`config.mk`:
```
export PLATFORM = sky130hd
export DESIGN_NAME = riscv_writeback_unit
export DESIGN_NICKNAME = d
export VERILOG_FILES = /design/src/rtl/riscv_writeback_unit.sv
export SDC_FILE = /design/constraint.sdc
export NUM_CORES = 1
export LEC_CHECK = 0
export CAP_MARGIN = 20
export CORE_MARGIN = 3
export CORE_UTILIZATION = 30
export DETAILED_ROUTE_END_ITERATION = 6
export PLACE_DENSITY_LB_ADDON = 0.05
export SLEW_MARGIN = 20
export SYNTH_ARGS = -nofsm -noshare
export SYNTH_HDL_FRONTEND = slang
export SYNTH_SLANG_ARGS = --single-unit
```
`constraint.sdc`:
```
create_clock -name wb_clk -period 2.5 [get_ports wb_clk]
set_input_delay 0.625 -clock wb_clk [delete_from_list [all_inputs] [get_ports wb_clk]]
set_output_delay 0.625 -clock wb_clk [all_outputs]
set_load 0.02 [all_outputs]
```
`src/rtl/riscv_writeback_unit.sv`:
```
// riscv_writeback_unit: writeback stage that selects the result source, finishes loads and drives the register file write port
//
// Ports:
//    wb_clk, wb_rst              clock and synchronous active-high reset
//    req_valid / req_ready       one retiring instruction per handshake, ready only in IDLE
//    req_wen, req_rd, req_sel    write enable, destination and result source (ALU, LOAD, PC+4, IMM)
//    req_alu_result, req_pc_plus4, req_imm   candidate result values
//    req_funct3, req_addr_lo     load type and byte offset within the word
//    mem_rsp_valid/err/data      data-memory response, only looked at while waiting for a load
//    wb_we, write_addr, write_data   register file write port, a single-cycle pulse
//    done, load_fault            retire/fault pulse, load_fault qualifies done
//    instret                     successfully retired instruction count
module riscv_writeback_unit #(
   parameter int unsigned CNT_W          = 64,
   parameter int unsigned TIMEOUT_CYCLES = 255
) (
   input  logic             wb_clk,
   input  logic             wb_rst,
   input  logic             req_valid,
   output logic             req_ready,
   input  logic             req_wen,
   input  logic [4:0]       req_rd,
   input  logic [1:0]       req_sel,
   input  logic [31:0]      req_alu_result,
   input  logic [31:0]      req_pc_plus4,
   input  logic [31:0]      req_imm,
   input  logic [2:0]       req_funct3,
   input  logic [1:0]       req_addr_lo,
   input  logic             mem_rsp_valid,
   input  logic             mem_rsp_err,
   input  logic [31:0]      mem_rsp_data,
   output logic             wb_we,
   output logic [4:0]       write_addr,
   output logic [31:0]      write_data,
   output logic             done,
   output logic             load_fault,
   output logic [CNT_W-1:0] instret
);
   localparam int unsigned TW = (TIMEOUT_CYCLES > 1) ? $clog2(TIMEOUT_CYCLES + 1) : 1;
   localparam logic [1:0] SEL_ALU  = 2'd0;
   localparam logic [1:0] SEL_LOAD = 2'd1;
   localparam logic [1:0] SEL_PC4  = 2'd2;
   typedef enum logic [1:0] {IDLE, WAIT_LOAD, WRITE, FAULT} state_t;
   state_t           state_q, state_d;
   logic             wen_q, wen_d;
   logic [4:0]       rd_q, rd_d;
   logic [1:0]       sel_q, sel_d;
   logic [31:0]      alu_q, alu_d;
   logic [31:0]      pc4_q, pc4_d;
   logic [31:0]      imm_q, imm_d;
   logic [2:0]       funct3_q, funct3_d;
   logic [1:0]       addr_lo_q, addr_lo_d;
   logic [31:0]      load_q, load_d;
   logic [TW-1:0]    tmo_q, tmo_d;
   logic [CNT_W-1:0] instret_q, instret_d;
   logic             bad_load;
   logic [31:0]      byte_sh;
   logic [15:0]      half;
   logic [31:0]      load_ext;
   logic [31:0]      result;
   // Misaligned or undefined loads are rejected before memory is consulted.
   assign bad_load = (req_funct3 == 3'b011) || (req_funct3 == 3'b110) || (req_funct3 == 3'b111) ||
                     (((req_funct3 == 3'b001) || (req_funct3 == 3'b101)) && req_addr_lo[0]) ||
                     ((req_funct3 == 3'b010) && (req_addr_lo != 2'b00));
   assign byte_sh  = mem_rsp_data >> {addr_lo_q, 3'b000};
   assign half     = addr_lo_q[1] ? mem_rsp_data[31:16] : mem_rsp_data[15:0];
   assign load_ext = (funct3_q == 3'b000) ? {{24{byte_sh[7]}}, byte_sh[7:0]} :
                     (funct3_q == 3'b001) ? {{16{half[15]}}, half} :
                     (funct3_q == 3'b100) ? {24'd0, byte_sh[7:0]} :
                     (funct3_q == 3'b101) ? {16'd0, half} : mem_rsp_data;
   assign result   = (sel_q == SEL_ALU)  ? alu_q :
                     (sel_q == SEL_LOAD) ? load_q :
                     (sel_q == SEL_PC4)  ? pc4_q : imm_q;
   always_comb begin
      state_d   = state_q;
      wen_d     = wen_q;
      rd_d      = rd_q;
      sel_d     = sel_q;
      alu_d     = alu_q;
      pc4_d     = pc4_q;
      imm_d     = imm_q;
      funct3_d  = funct3_q;
      addr_lo_d = addr_lo_q;
      load_d    = load_q;
      tmo_d     = tmo_q;
      instret_d = instret_q;
      case (state_q)
         IDLE: begin
            if (req_valid) begin
               wen_d     = req_wen;
               rd_d      = req_rd;
               sel_d     = req_sel;
               alu_d     = req_alu_result;
               pc4_d     = req_pc_plus4;
               imm_d     = req_imm;
               funct3_d  = req_funct3;
               addr_lo_d = req_addr_lo;
               tmo_d     = '0;
               state_d   = (req_sel != SEL_LOAD) ? WRITE : bad_load ? FAULT : WAIT_LOAD;
            end
         end
         WAIT_LOAD: begin
            if (mem_rsp_valid) begin
               state_d = mem_rsp_err ? FAULT : WRITE;
               load_d  = mem_rsp_err ? load_q : load_ext;
            end else begin
               tmo_d = tmo_q + TW'(1);
               if ((TIMEOUT_CYCLES != 0) && (tmo_d == TW'(TIMEOUT_CYCLES)))
                  state_d = FAULT;
            end
         end
         WRITE: begin
            state_d   = IDLE;
            instret_d = instret_q + CNT_W'(1);
         end
         default: state_d = IDLE;
      endcase
   end
   always_ff @(posedge wb_clk) begin
      if (wb_rst) begin
         state_q   <= IDLE;
         wen_q     <= 1'b0;
         rd_q      <= '0;
         sel_q     <= '0;
         alu_q     <= '0;
         pc4_q     <= '0;
         imm_q     <= '0;
         funct3_q  <= '0;
         addr_lo_q <= '0;
         load_q    <= '0;
         tmo_q     <= '0;
         instret_q <= '0;
      end else begin
         state_q   <= state_d;
         wen_q     <= wen_d;
         rd_q      <= rd_d;
         sel_q     <= sel_d;
         alu_q     <= alu_d;
         pc4_q     <= pc4_d;
         imm_q     <= imm_d;
         funct3_q  <= funct3_d;
         addr_lo_q <= addr_lo_d;
         load_q    <= load_d;
         tmo_q     <= tmo_d;
         instret_q <= instret_d;
      end
   end
   assign req_ready  = (state_q == IDLE);
   assign wb_we      = (state_q == WRITE) && wen_q && (rd_q != 5'd0);
   assign write_addr = (state_q == WRITE) ? rd_q : 5'd0;
   assign write_data = (state_q == WRITE) ? result : 32'd0;
   assign done       = (state_q == WRITE) || (state_q == FAULT);
   assign load_fault = (state_q == FAULT);
   assign instret    = instret_q;
endmodule

```
==> run summary <==
Global-route wire length before repair = 51600 um
Row cnt = 65
Worst path max stage delay = 0.51 ns
Worst Path Required = 1.88 ns
Share of total power in the clock network = 0.455
CP endpoint kind = primary output
Sw frac = 0.246
Layout area overhead = 44.2%
Final setup vio count = 15
R2R Path End = instret[56]
DR top layer = met5
Critical path class = reg -> out
Number of global-route vias before repair = 9040
Combinational share of power = 0.120
Post-route worst setup slack = -0.0157 ns
Hold Path Class = reg -> reg
FFs w/ async S/R, synth = 0
Syn Area/Cell = 8.37 um^2
Post-route ant nets = 0
Max cap viols = 0
Synth warn = 0
Share of cells above drive strength 1 = 0.148
IO Count = 251
Slowest cell on the critical path = mux4_2
Number of cells on the critical path = 4
Leak = 5.16 nW
Final nets = 1568
Worst R2R Path Depth = 6
R2R Setup Slk = 0.28 ns
Synth top area share = 0.438
Core Region = 0.0319 mm^2
Largest net degree at the start of global routing = 110
Die Area = 0.0349 mm^2
Max Fclk = 398 MHz
Clock Skews = 0.0130 ns
P_sw = 0.00210 W
RD Place Congestion = 0.792
M1 WL = 14700 um
Total length of routed wires = 33100 um
GRT Util Overall = 0.182
Crit-path cells = buf_12 -> mux4_2 -> and2_4 -> buf_6
TritonRoute pass-1 iters = 5
Reg power frac = 0.425
Library cells used by synthesis = 52
H-tree Lvls = 1
Height of the die = 187 um
Cell taking the most area after synthesis = dfxtp_1
Cts bufs inserted = 27
Crit Path Max Fanout = 8
Hold_ws = 0.451 ns
Register area share after synthesis = 0.438
Starting Density = 0.308
EDFF count, synth = 0
Fin. max-slew vios = 0
Longest Clk Path Bufs = 3
Tmin final = 2.52 ns
Synth area leaders = dfxtp_1 (44%), nand2_1 (9.7%), a21oi_1 (8.7%)
Clk sinks = 215
Avg Vias per Cell = 4.95
Worst-Margin Slew = 0.522 ns
DRC errors left = 0
Met3 Routed Length = 2400 um
Post-synth top flop = dfxtp_1
Startpoint Class = register
Relative slew slack = 0.652
Clock insertion delay at the later pin of the skew report = 0.53 ns
CP delay by family, top = multiplexers
DP HPWL = 23400 um
Outcome = finished, violations left
Yosys reg bits = 215
CP Launch Point = sel_q[0]
Met2 routed WL = 15000 um
Tot Pwr = 0.00856 W
VDD IR max = 0.000431 V
Grt ovf = 0
DRT iter0 DRCs = 597
Port Buffer Count = 250
Vias post-DR = 9290
RSZ-0062 raised after global routing = true
Critical Path End = write_data[0]
Post-synthesis instance total = 1173
Pwr/cell area = 605 mW/mm^2
Failing checks = setup timing
Initial antenna violation count = 4
Die width = 187 um
Bufs and invs on worst path = 2
Syn Std Cell Area = 0.00982 mm^2
R2R Path Start = instret[22]
Internal = 0.00646 W
Root Driver = clkbuf_16
CTS tree = built
Worst-path clk slew = 0.06 ns
Hold Path Origin = alu_q[8]
Fin crit share = 1.01
Post-Syn Nets = 1322
WL/cell = 17.6 um
Final hold violations = 0
CP Data Arrival Time = 1.89 ns
==> power by group through the flow <==
| stage | sequential [W] | clock, W | combinational, W |
|---|---|---|---|
| CTS | 0.00364 | 0.00403 | 0.00106 |
| finish | 0.00364 | 0.00389 | 0.00103 |
| floorplan | 0.00368 | 0 | 0.000520 |
| global route | 0.00365 | 0.00417 | 0.00113 |
| global placement | 0.00371 | 0 | 0.00101 |
| detailed placement | 0.00371 | 0 | 0.00101 |
==> per-layer routing <==
metal  vias up  GRT usage
li1       4600          -
met5         -          0
met4         2     0.0587
met3        52     0.0530
met2       269      0.290
met1      4367      0.239
==> per-stage QoR <==
step                      setup slack [ns]  TNS, ns  std cells  area [um^2]   util
after floorplan                     0.0523        0       1173         9820      -
after global placement              0.0635        0       1820        13100  0.410
after detailed placement            0.0581        0       1820        13100  0.410
after CTS                           -0.150    -2.64       1876        14200  0.445
after global routing               -0.0937    -2.09       1877        14200  0.444
final                              -0.0157  -0.0705       1877        14200  0.444
==> area by class of cell <==
type | instances | area [um^2]
fill | 3263 | 17700
multi-input combinational | 859 | 5230
sequential | 215 | 4310
timing repair buffer | 300 | 3110
clock buffer | 37 | 773
tap | 435 | 544
clock inverter | 12 | 118
inverter | 16 | 60.1
antenna | 3 | 7.51
==> cell families (layout without fill, tap and decap cells) <==
kind of cell             count (synthesis)  in the layout  share of synthesized area
XOR/XNOR                                38             38                     0.0339
multiplexers                            42             42                     0.0849
AO/OA/AOI/OAI                          250            250                      0.144
buffers and inverters                   99            365                     0.0387
other                                    0              3                          0
adder cells (fa/ha/maj)                  3              3                    0.00382
AND/OR/NAND/NOR                        526            526                      0.256
flip-flops                             215            215                      0.438
==> cell usage after synthesis, types with 9 or more instances <==
master	instances
nor2_1	85
xnor2_1	10
mux2i_1	9
nand2_1	255
mux4_2	33
nand3_1	23
and3_1	11
nand4_1	31
clkbuf_1	71
inv_1	14
o21ai_0	22
or3_1	17
dfxtp_1	215
and2_1	43
nor3_1	21
a21oi_1	171
xor2_1	28
a22oi_1	10
a211oi_1	10
==> cell usage in the layout, fill, tap and decap left out, types with 5 or more instances in the layout <==
master	synthesis	layout
nand2_1	255	255
dfxtp_1	215	213
clkdlybuf4s50_1	0	209
a21oi_1	171	171
nor2_1	85	85
buf_4	0	34
mux4_2	33	33
and2_4	0	33
buf_6	0	33
nand4_1	31	31
xor2_1	28	28
clkbuf_16	0	27
nand3_1	23	23
o21ai_0	22	22
nor3_1	21	21
or3_1	17	17
buf_12	0	16
inv_1	14	14
and3_1	11	11
and2_1	43	10
a22oi_1	10	10
a211oi_1	10	10
xnor2_1	10	10
mux2i_1	9	9
a22o_1	8	8
o31ai_1	8	8
or4_1	8	8
clkinv_2	0	8
a2bb2oi_1	7	7
o211ai_1	7	7
nor4_1	6	6
clkbuf_8	0	6
dlygate4sd2_1	0	5
==> repair_timing <==
item,in CTS,in global routing
setup endpoints to repair,38,35
pin swaps,30,1
setup buffers,5,0
resized for setup,232,6
hold buffers,0,0
cloned,2,0
==> state kept, by name, summed over array words and instances, names as in the netlist <==
signal	cells
alu_q	32
state_q	2
sel_q	2
instret	64
imm_q	32
wen_q	1
tmo_q	8
pc4_q	32
rd_q	5
addr_lo_q	2
load_q	32
funct3_q	3
==> worst min path at each step <==
stage          cells past startpoint         to  slack (ns)
2_1_floorplan                      2  load_q[0]        0.43
3_3_place_gp                       2  pc4_q[13]        0.44
3_5_place_dp                       2  pc4_q[21]        0.45
4_1_cts                            2  pc4_q[21]        0.45
5_1_grt                            2  pc4_q[23]        0.47
6_report                           2   alu_q[8]        0.45
==> worst reg2reg max path, cell delays in order (launching register included) <==
cell and delay [ns]:
dfxtp_1 0.47, nand4_4 0.20, nor4_2 0.49, nand4_1 0.27
buf_4 0.24, or3_1 0.34, a21oi_1 0.14
No activity file was read; power rests on OpenSTA's default activity.
